[config.mk]
export PLATFORM = sky130hd
export DESIGN_NAME = sc_inport_debounce_flat
export DESIGN_NICKNAME = d
export VERILOG_FILES = /design/src/rtl/sc_inport_debounce_if.sv /design/src/rtl/sc_inport_debounce.sv /design/src/flat_wrapper.sv
export SDC_FILE = /design/constraint.sdc
export NUM_CORES = 1
export LEC_CHECK = 0
export ABC_CLOCK_PERIOD_IN_PS = 2300
export BUFFER_PORTS_ARGS = -buffer_cell sky130_fd_sc_hd__buf_2
export CORE_UTILIZATION = 35
export DETAILED_ROUTE_END_ITERATION = 10
export PLACE_DENSITY_LB_ADDON = 0.3
export SETUP_SLACK_MARGIN = 0.02
export SLEW_MARGIN = 20
export SYNTH_ARGS = -nofsm -noshare
export SYNTH_HDL_FRONTEND = slang
export SYNTH_SLANG_ARGS = --single-unit
[constraint.sdc]
create_clock -name clock -period 2.3 [get_ports clock]
set_clock_uncertainty 0.05 [all_clocks]
set_input_delay 0.23 -clock clock [delete_from_list [all_inputs] [get_ports clock]]
set_output_delay 0.23 -clock clock [all_outputs]
set_load 0.05 [all_outputs]
[src/rtl/sc_inport_debounce_if.sv]
`default_nettype none
// ============================================================================
//  Module   : sc_inport_debounce_if
//  Purpose  : CPU data-memory read window of the input-port peripheral.
//             Groups the read strobe, register select and read data.
//  Modports : master - CPU side   (drives rd_en/rd_sel, samples rd_data)
//             slave  - peripheral (samples rd_en/rd_sel, drives rd_data)
//  Revision : 1.0  initial release
// ============================================================================
interface sc_inport_debounce_if;
  logic        rd_en;    // read strobe from the I/O decode
  logic [1:0]  rd_sel;   // read register select
  logic [31:0] rd_data;  // read data, combinational from registered state

  modport master (output rd_en, output rd_sel, input rd_data);
  modport slave  (input rd_en, input rd_sel, output rd_data);
endinterface
`default_nettype wire

[src/rtl/sc_inport_debounce.sv]
`default_nettype none
// ============================================================================
//  Module   : sc_inport_debounce
//  Purpose  : Input side of the single-cycle computer I/O. Synchronizes and
//             debounces 8 slide switches and 4 active-low push keys, drives
//             the debounced switch levels onto in_port0/in_port1 and exposes
//             a memory-mapped read window with sticky, clear-on-read key
//             press flags.
//  Ports    : clock         system clock (posedge)
//             resetn        asynchronous active-low reset
//             sw0, sw1      raw slide switches (async)
//             key           raw push keys, 0 = pressed (async)
//             bus           read window (rd_en, rd_sel, rd_data)
//             in_port0/1    debounced switch levels
//             event_pending OR of all key event flags
//  Revision : 1.0  initial release
// ============================================================================
module sc_inport_debounce #(
  parameter int DEBOUNCE_CYCLES = 16,
  parameter int CNT_W           = 16
) (
  input  wire logic                   clock,
  input  wire logic                   resetn,
  input  wire logic [3:0]             sw0,
  input  wire logic [3:0]             sw1,
  input  wire logic [3:0]             key,
  sc_inport_debounce_if.slave         bus,
  output logic      [3:0]             in_port0,
  output logic      [3:0]             in_port1,
  output logic                        event_pending
);

  // Bit layout of all 12 inputs: [3:0] sw0, [7:4] sw1, [11:8] key.
  // Keys rest at 1 (released) so their flops reset high.
  localparam int              NBITS    = 12;
  localparam logic [NBITS-1:0] RST_LVL = 12'hF00;
  localparam logic [CNT_W-1:0] CNT_LAST = CNT_W'(DEBOUNCE_CYCLES - 1);

  logic [NBITS-1:0] raw;
  logic [NBITS-1:0] sync1;
  logic [NBITS-1:0] sync2;
  logic [NBITS-1:0] stable;
  logic [NBITS-1:0] accept;    // this bit adopts its synchronized level now
  logic [3:0]       key_fall;  // stable key goes released -> pressed now
  logic [3:0]       evt;
  logic [3:0]       missed;
  logic             rd_clr;

  assign raw = {key, sw1, sw0};

  always_ff @(posedge clock or negedge resetn) begin
    if (!resetn) begin
      sync1 <= RST_LVL;
      sync2 <= RST_LVL;
    end else begin
      sync1 <= raw;
      sync2 <= sync1;
    end
  end

  generate
    for (genvar i = 0; i < NBITS; i++) begin : g_bit
      logic [CNT_W-1:0] cnt;

      assign accept[i] = (sync2[i] != stable[i]) && (cnt == CNT_LAST);

      always_ff @(posedge clock or negedge resetn) begin
        if (!resetn) begin
          cnt       <= '0;
          stable[i] <= RST_LVL[i];
        end else if (sync2[i] == stable[i]) begin
          // Agreement (or end of a glitch) restarts the qualification window.
          cnt <= '0;
        end else if (accept[i]) begin
          stable[i] <= sync2[i];
          cnt       <= '0;
        end else begin
          cnt <= cnt + 1'b1;
        end
      end
    end
  endgenerate

  // When accept is set the new stable value is sync2, so a press is
  // "currently released and being accepted as low".
  assign key_fall = accept[11:8] & stable[11:8] & ~sync2[11:8];
  assign rd_clr   = bus.rd_en && (bus.rd_sel == 2'd3);

  // A clearing read consumes the pending events; a press landing on the same
  // edge survives in evt and is not an overflow of an already-read event.
  always_ff @(posedge clock or negedge resetn) begin
    if (!resetn) begin
      evt    <= '0;
      missed <= '0;
    end else if (rd_clr) begin
      evt    <= key_fall;
      missed <= '0;
    end else begin
      evt    <= evt | key_fall;
      missed <= missed | (key_fall & evt);
    end
  end

  always_comb begin
    bus.rd_data = 32'h0;
    case (bus.rd_sel)
      2'd0:    bus.rd_data = {28'h0, stable[3:0]};
      2'd1:    bus.rd_data = {28'h0, stable[7:4]};
      2'd2:    bus.rd_data = {28'h0, ~stable[11:8]};
      default: bus.rd_data = {24'h0, missed, evt};
    endcase
  end

  assign in_port0      = stable[3:0];
  assign in_port1      = stable[7:4];
  assign event_pending = |evt;

endmodule
`default_nettype wire

[src/flat_wrapper.sv]
// flat-port wrapper written by rule: the top's interface ports become plain ports
module sc_inport_debounce_flat 
#(
  parameter int DEBOUNCE_CYCLES = 16,
  parameter int CNT_W           = 16
)
  (clock, resetn, sw0, sw1, key, in_port0, in_port1, event_pending, bus_rd_en, bus_rd_sel, bus_rd_data);
  sc_inport_debounce_if bus_i ();
  input  wire logic clock;
  input  wire logic resetn;
  input  wire logic [3:0] sw0;
  input  wire logic [3:0] sw1;
  input  wire logic [3:0] key;
  output logic      [3:0] in_port0;
  output logic      [3:0] in_port1;
  output logic event_pending;
  input wire logic [$bits(bus_i.rd_en)-1:0] bus_rd_en;
  input wire logic [$bits(bus_i.rd_sel)-1:0] bus_rd_sel;
  output wire logic [$bits(bus_i.rd_data)-1:0] bus_rd_data;
  assign bus_i.rd_en = bus_rd_en;
  assign bus_i.rd_sel = bus_rd_sel;
  assign bus_rd_data = bus_i.rd_data;
  sc_inport_debounce #(.DEBOUNCE_CYCLES(DEBOUNCE_CYCLES), .CNT_W(CNT_W)) u_core (.clock(clock), .resetn(resetn), .sw0(sw0), .sw1(sw1), .key(key), .bus(bus_i), .in_port0(in_port0), .in_port1(in_port1), .event_pending(event_pending));
endmodule
==> summary.md, run 1 <==
| Metric | Value |
|---|---|
| Status | `complete, but fails checks` |
| Violated checks | `design-rule violations` |
| Internal power | `6.98 mW` |
| Cell accounting for the most synthesized area | `dfrtp_1` |
| Port bufs | `33` |
| Mapped Area | `11000 sq um` |
| Drt drc | `4` |
| DIE WIDTH | `179 um` |
| Final setup viols | `0` |
| Post-Layout Cell Count | `1566` |
| CP max stage cell | `dfstp_2` |
| Clk_lat worst skew | `0.53 ns` |
| Clk sinks | `236` |
| Detailed Route Iter0 Violations | `413` |
| CP peak stage delay | `0.55 ns` |
| Crit Path Max Fanout | `3` |
| Drt first pass iters | `10` |
| CTS Buf Count | `27` |
| Main area contributors after synthesis | `dfrtp_1, xnor2_1, nor2_1, nor4_1, dfstp_2` |
| Final Max Tran Viols | `0` |
| EDFF count, synth | `0` |
| Top-area cell type share of the netlist area | `0.509` |
| Top_reg_cell synth | `dfrtp_1` |
| Global-route wire length before repair | `35300 um` |
| Syn_area_per_cell | `10.2 sq um` |
| Yosys warns | `0` |
| Vias in the first global route | `7334` |
| Buf+Inv Stages, Crit Path | `2` |
| Leak | `5.20 nW` |
| Dpl hpwl | `13700 um` |
| Htree depth | `1` |
| Post-synthesis register bit count | `236` |
| Die Span Y | `179 um` |
| Post_cts resized | `0` |
| I/O pin count | `58` |
| Placement Rows | `64` |
| Fin crit period | `2.14 ns` |
| Logic pwr share | `0.043` |
| Filler Cell Count | `2990` |
| Net Sw Frac | `0.223` |
| Placed Cells incl. Taps | `1504` |
| Overflow after GRT | `0` |
| Sum Neg Setup Slack | `0 ns` |
| Antenna violations before repair | `0` |
| Vias per cell | `4.86` |
| Antenna Violating Nets Remaining | `0` |
| Initial Util | `0.358` |
| Crit Path Class | `reg2out` |
| P_sw | `2.01 mW` |
| Clk root buf | `clkbuf_16` |
| Clk pwr share | `0.479` |
| # Post-CTS Setup Buffers | `0` |
| Hold WC Path Type | `in2async` |
| PwrDens | `711 nW/um^2` |
| Sequential fraction of the synthesis area | `0.538` |
| Via count | `7611` |
| Ratio of cells with drive above 1 in the final layout | `0.109` |
| Critical Path Start Type | `flip-flop` |
| Drt total wl | `20200 um` |
| Clock transition at path regs | `0.06 ns` |
| Yosys cell types | `35` |
| CP Cell Sequence | `inv_1 > mux4_2 > buf_2` |
| WL/cell | `12.9 um` |
| Slew @ Worst Pin | `0.544 ns` |
| GR Util All Layers | `0.133` |
| Hold Vio Cnt, Final | `0` |
| Post-synth ARST share | `1.00` |
| Unrepaired setup endpoints after global routing | `no` |
| Layout area overhead | `14.9%` |
| MaxCap Viol Count | `0` |
| F_max | `467 MHz` |
| Sequential group share of total power | `0.478` |
| Peak supply drop | `0.514 mV` |
| Largest net degree at the start of global routing | `71` |
| Routability Congestion | `0.781` |
| Total Nets Final | `1179` |
| Final setup margin | `0.159 ns` |
| Crit path DAT | `1.86 ns` |
| Inserted Diodes | `0` |
| Post-place setup slack | `0.443 ns` |
| Final period utilization | `0.931` |
| Slew margin rel. | `0.637` |
| CTS tree | `built` |
| Worst Setup End Kind | `output port` |
| Count of mapped cells out of synthesis | `1081` |
| CORE AREA | `30700 sq um` |
| CTS Hold Bufs | `13` |
| Clk buf depth | `3` |
| Crit path max-delay family | `flip-flops` |
| Die Area | `32200 sq um` |
| Worst EP required | `2.02 ns` |
| Hold_ws | `0.193 ns` |
[placed cells by master (no fill, tap or decap), types with 11 or more instances in the layout]
cell           count
dfrtp_1          224
nor2_1           200
xnor2_1          143
nor4_1            86
nand2_1           63
nand3_1           58
nor3_1            47
nand4_1           44
inv_1             40
buf_2             32
xor2_1            31
clkbuf_16         27
conb_1            24
and3_1            17
buf_4             16
dlygate4sd3_1     13
ha_1              12
dfstp_2           12
mux2_2            11
[per-layer routing]
metal  global-route usage  part of all wire  vias to the layer above  routed length, um
met5                    0                 0                        -                  0
met4               0.0322             0.022                        0                437
met3               0.0251             0.039                       37                791
met2                0.213              0.46                       81               9230
met1                0.184              0.48                     3683               9700
li1                     -                 -                     3810                  -
[synthesized netlist by cell type, types with 2 or more instances]
library cell  number
a21oi_1            6
a31o_2             2
and2_1             2
and3_1            17
buf_1              3
buf_4             32
clkbuf_1          10
dfrtp_1          224
dfstp_2           12
ha_1              12
inv_1             40
mux2_2            11
mux4_2             4
nand2_1           63
nand3_1           58
nand4_1           44
nand4b_1           9
nor2_1           200
nor3_1            47
nor4_1            86
o21ai_0            6
or3_1              4
or4_1              5
xnor2_1          143
xor2_1            31
[final timing paths]
path                                                     from                                 end  slack (ns)  depth (start not counted)
max                              u_core.stable[8]$_DFFE_PN1P_                      bus_rd_data[0]        0.16                          3
min                                                    resetn    u_core.g_bit[3].cnt[9]$_DFF_PN0_        0.19                          2
max reg2reg                u_core.g_bit[10].cnt[12]$_DFF_PN0_  u_core.g_bit[10].cnt[10]$_DFF_PN0_        0.45                          5
min reg2reg                         u_core.sync1[8]$_DFF_PN1_           u_core.sync2[8]$_DFF_PN1_        0.29                          0
max in group asynchronous                              resetn          u_core.sync1[10]$_DFF_PN1_        1.26                          3
min in group clock                                  bus_rd_en          u_core.missed[1]$_DFF_PN0_        0.23                          4
[registers in the layout, summed over array words and instances, names as in the netlist]
| name | cells |
|---|---|
| u_core.evt | 4 |
| u_core.g_bit.cnt | 192 |
| u_core.in_port0 | 4 |
| u_core.in_port1 | 4 |
| u_core.missed | 4 |
| u_core.stable | 4 |
| u_core.sync1 | 12 |
| u_core.sync2 | 12 |
[power by group through the flow]
| stage | registers [mW] | clock network, mW | logic (mW) |
|---|---|---|---|
| after floorplan | 4.36 | 0 | 0.266 |
| after global placement | 4.37 | 0 | 0.382 |
| after detailed placement | 4.37 | 0 | 0.383 |
| after CTS | 4.30 | 4.45 | 0.402 |
| after global routing | 4.31 | 4.62 | 0.442 |
| final | 4.30 | 4.31 | 0.387 |
[cell type report]
type                       count  area (sq um)  area share
tap                          396           495      0.0392
clock inverter                12           141      0.0112
inverter                      40           150      0.0119
multi-input combinational    781          4710       0.373
timing repair buffer          64           465      0.0368
clock buffer                  37           763      0.0603
sequential                   236          5920       0.468
[metrics by stage]
stage | total power [mW] | cell area [sq um] | utilization
finish | 8.99 | 12700 | 0.411
global route | 9.37 | 12700 | 0.411
CTS | 9.15 | 12700 | 0.411
detailed placement | 4.75 | 11600 | 0.378
global placement | 4.75 | 11600 | 0.378
floorplan | 4.62 | 11100 | -
[cell families after synthesis]
| group | count (synthesis) | share of synthesized area |
|---|---|---|
| XOR/XNOR | 174 | 0.138 |
| multiplexers | 15 | 0.0194 |
| adder cells (fa/ha/maj) | 12 | 0.0136 |
| flip-flops | 236 | 0.538 |
| buffers and inverters | 87 | 0.0423 |
| AND/OR/NAND/NOR | 541 | 0.241 |
| other | 1 | 0.000340 |
| AO/OA/AOI/OAI | 15 | 0.00773 |
(Power assumes the default switching activity.)
==> run 2, diff against run 1 <==
CTS_BUF_LIST = sky130_fd_sc_hd__clkbuf_4 sky130_fd_sc_hd__clkbuf_8   (was unset)
==> summary.md, run 2 (synthesized netlist as in run 1, its figures left out) <==
| Metric | Value |
|---|---|
| Antenna Violating Nets Remaining | `0 (unchanged)` |
| Worst Setup End Kind | `output port` |
| Hold Vio Cnt, Final | `0 (unchanged)` |
| Peak supply drop | `0.360 mV (-30%)` |
| Placement Rows | `64 (unchanged)` |
| Hold WC Path Type | `in2async` |
| Status | `complete, but fails checks` |
| Worst reg2reg path endpoint | `u_core.g_bit[10].cnt[13]$_DFF_PN0_` |
| Violated checks | `design-rule violations` |
| Largest net degree at the start of global routing | `71 (unchanged)` |
| Clk_lat worst skew | `0.54 ns (about the same)` |
| Slew margin rel. | `0.635 (-0.00202)` |
| Dpl hpwl | `13700 um (unchanged)` |
| Initial Util | `0.358 (unchanged)` |
| Total Nets Final | `1193 (+1.2%)` |
| Via count | `7652 (+0.54%)` |
| Final instance area | `12700 sq um (+0.20%)` |
| Die Area | `32200 sq um (unchanged)` |
| CTS tree | `built` |
| Register-to-Register Path Depth | `5 (unchanged)` |
| Inserted Diodes | `0 (unchanged)` |
| Routability Congestion | `0.781 (unchanged)` |
| Clk sinks | `236 (unchanged)` |
| Layout area overhead | `15.1%` |
| Vias per cell | `4.81 (-0.98%)` |
| Drt total wl | `20600 um (+2.0%)` |
| Most frequent cells in the layout | `dfrtp_1, nor2_1, xnor2_1` |
| Port bufs | `33 (unchanged)` |
| Slew @ Worst Pin | `0.547 ns (+0.00303 ns)` |
| Clock transition at path regs | `0.06 ns (about the same)` |
| Fin crit period | `2.15 ns (+0.00860 ns)` |
| MaxCap Viol Count | `0 (unchanged)` |
| Detailed Route Iter0 Violations | `368 (-11%)` |
| Total power | `8.92 mW (-0.77%)` |
| PwrDens | `704 nW/um^2 (-0.97%)` |
| Drt first pass iters | `9 (-1)` |
| Commonest non-fill, non-tap cell in the layout | `dfrtp_1` |
| GR Util All Layers | `0.137 (+0.00470)` |
| Vias in the first global route | `7502 (+2.3%)` |
| Drt drc | `4 (unchanged)` |
| WL/cell | `12.9 um (+0.49%)` |
| R2R setup slack | `0.43 ns (-0.02 ns)` |
| DIE WIDTH | `179 um (unchanged)` |
| Unrepaired setup endpoints after global routing | `no` |
| Reg2reg start | `u_core.g_bit[10].cnt[12]$_DFF_PN0_` |
| CTS Buf Count | `41 (+52%)` |
| Critical Path Start Type | `flip-flop` |
| Final setup viols | `0 (unchanged)` |
| Max reg flops | `192 (unchanged)` |
| Htree depth | `2 (+1)` |
| Die Span Y | `179 um (unchanged)` |
| Placement Cell Area | `11600 sq um (unchanged)` |
| Clk buf depth | `3 (unchanged)` |
| Biggest regs | `u_core.g_bit.cnt (192), u_core.sync1 (12), u_core.sync2 (12)` |
| Crit Path Max Fanout | `3 (unchanged)` |
| I/O pin count | `58 (unchanged)` |
| Final Max Tran Viols | `0 (unchanged)` |
| Ratio of cells with drive above 1 in the final layout | `0.131 (+0.0221)` |
| CORE AREA | `30700 sq um (unchanged)` |
| Crit path DAT | `1.87 ns (about the same)` |
| Worst EP required | `2.02 ns (about the same)` |
| Largest Register | `u_core.g_bit.cnt` |
| Sum Neg Setup Slack | `0 ns (unchanged)` |
| Global-route wire length before repair | `36100 um (+2.3%)` |
| Final period utilization | `0.935 (+0.00374)` |
| Leak | `5.24 nW (+0.80%)` |
| Antenna violations before repair | `0 (unchanged)` |
| Clk root buf | `clkbuf_8` |
| Overflow after GRT | `0 (unchanged)` |
| F_max | `465 MHz (-0.40%)` |
| Crit Path Class | `reg2out` |
==> run 2: cell count changes in the layout (fill, tap and decap cells not counted), sizes merged <==
| cell | previous run | this run |
|---|---|---|
| inv | 41 | 40 |
| clkbuf | 37 | 67 |
| bufinv | 3 | 2 |
| clkinv | 7 | 3 |
==> run 2: routing by layer <==
metal,global-route usage,part of all wire,wire length (um)
met2,0.214,0.45,9280
met5,0,0,0
met1,0.186,0.48,9890
met4,0.0466,0.022,448
met3,0.0333,0.046,955
==> run 2: cell type report <==
| class | instances | area (sq um) |
|---|---|---|
| Fill cell | 2993 | 18100 |
| Inverter | 40 | 150 |
| Multi-Input combinational cell | 781 | 4710 |
| Timing Repair Buffer | 64 | 465 |
| Tap cell | 396 | 495 |
| Clock buffer | 67 | 847 |
| Sequential cell | 236 | 5920 |
| Clock inverter | 6 | 82.6 |
==> run 2: power by group <==
group          switching (mW)  total [mW]  internal, mW  leakage, nW
clock network            1.69        4.24          2.55        0.491
logic                   0.285       0.388         0.102         1.56
registers              0.0639        4.30          4.23         3.19
total                    2.04        8.92          6.88         5.24
==> run 2: worst max path at each step <==
stage / from / end / depth (start not counted)
3_3_place_gp: u_core.g_bit[10].cnt[13]$_DFF_PN0_ / u_core.g_bit[10].cnt[10]$_DFF_PN0_ / 5
4_1_cts: u_core.stable[11]$_DFFE_PN1P_ / bus_rd_data[3] / 3
2_1_floorplan: u_core.g_bit[10].cnt[13]$_DFF_PN0_ / u_core.g_bit[10].cnt[13]$_DFF_PN0_ / 6
3_5_place_dp: u_core.g_bit[10].cnt[12]$_DFF_PN0_ / u_core.g_bit[10].cnt[10]$_DFF_PN0_ / 5
6_report: u_core.stable[8]$_DFFE_PN1P_ / bus_rd_data[0] / 3
5_1_grt: u_core.stable[8]$_DFFE_PN1P_ / bus_rd_data[0] / 3
==> run 2: worst max-delay path: stages, from the launching register on <==
cell and delay (ns):
dfstp_2 0.55, inv_1 0.05, mux4_2 0.49, buf_2 0.24
==> run 2: timing repair <==
| action | CTS | global route |
|---|---|---|
| hold buffers | 13 | 0 |
| resized for setup | 0 | 0 |
| buffers inserted | 0 | 0 |
| hold endpoints to repair | 76 | 0 |
==> run 2: per-stage QoR <==
stage	utilization	setup WS (ns)	hold slack [ns]	std cells
after floorplan	-	0.482	-0.116	1104
after global placement	0.378	0.451	0.181	1504
after detailed placement	0.378	0.443	0.180	1504
after CTS	0.412	0.112	0.199	1590
after global routing	0.412	0.0877	0.238	1590
final	0.412	0.150	0.189	1590
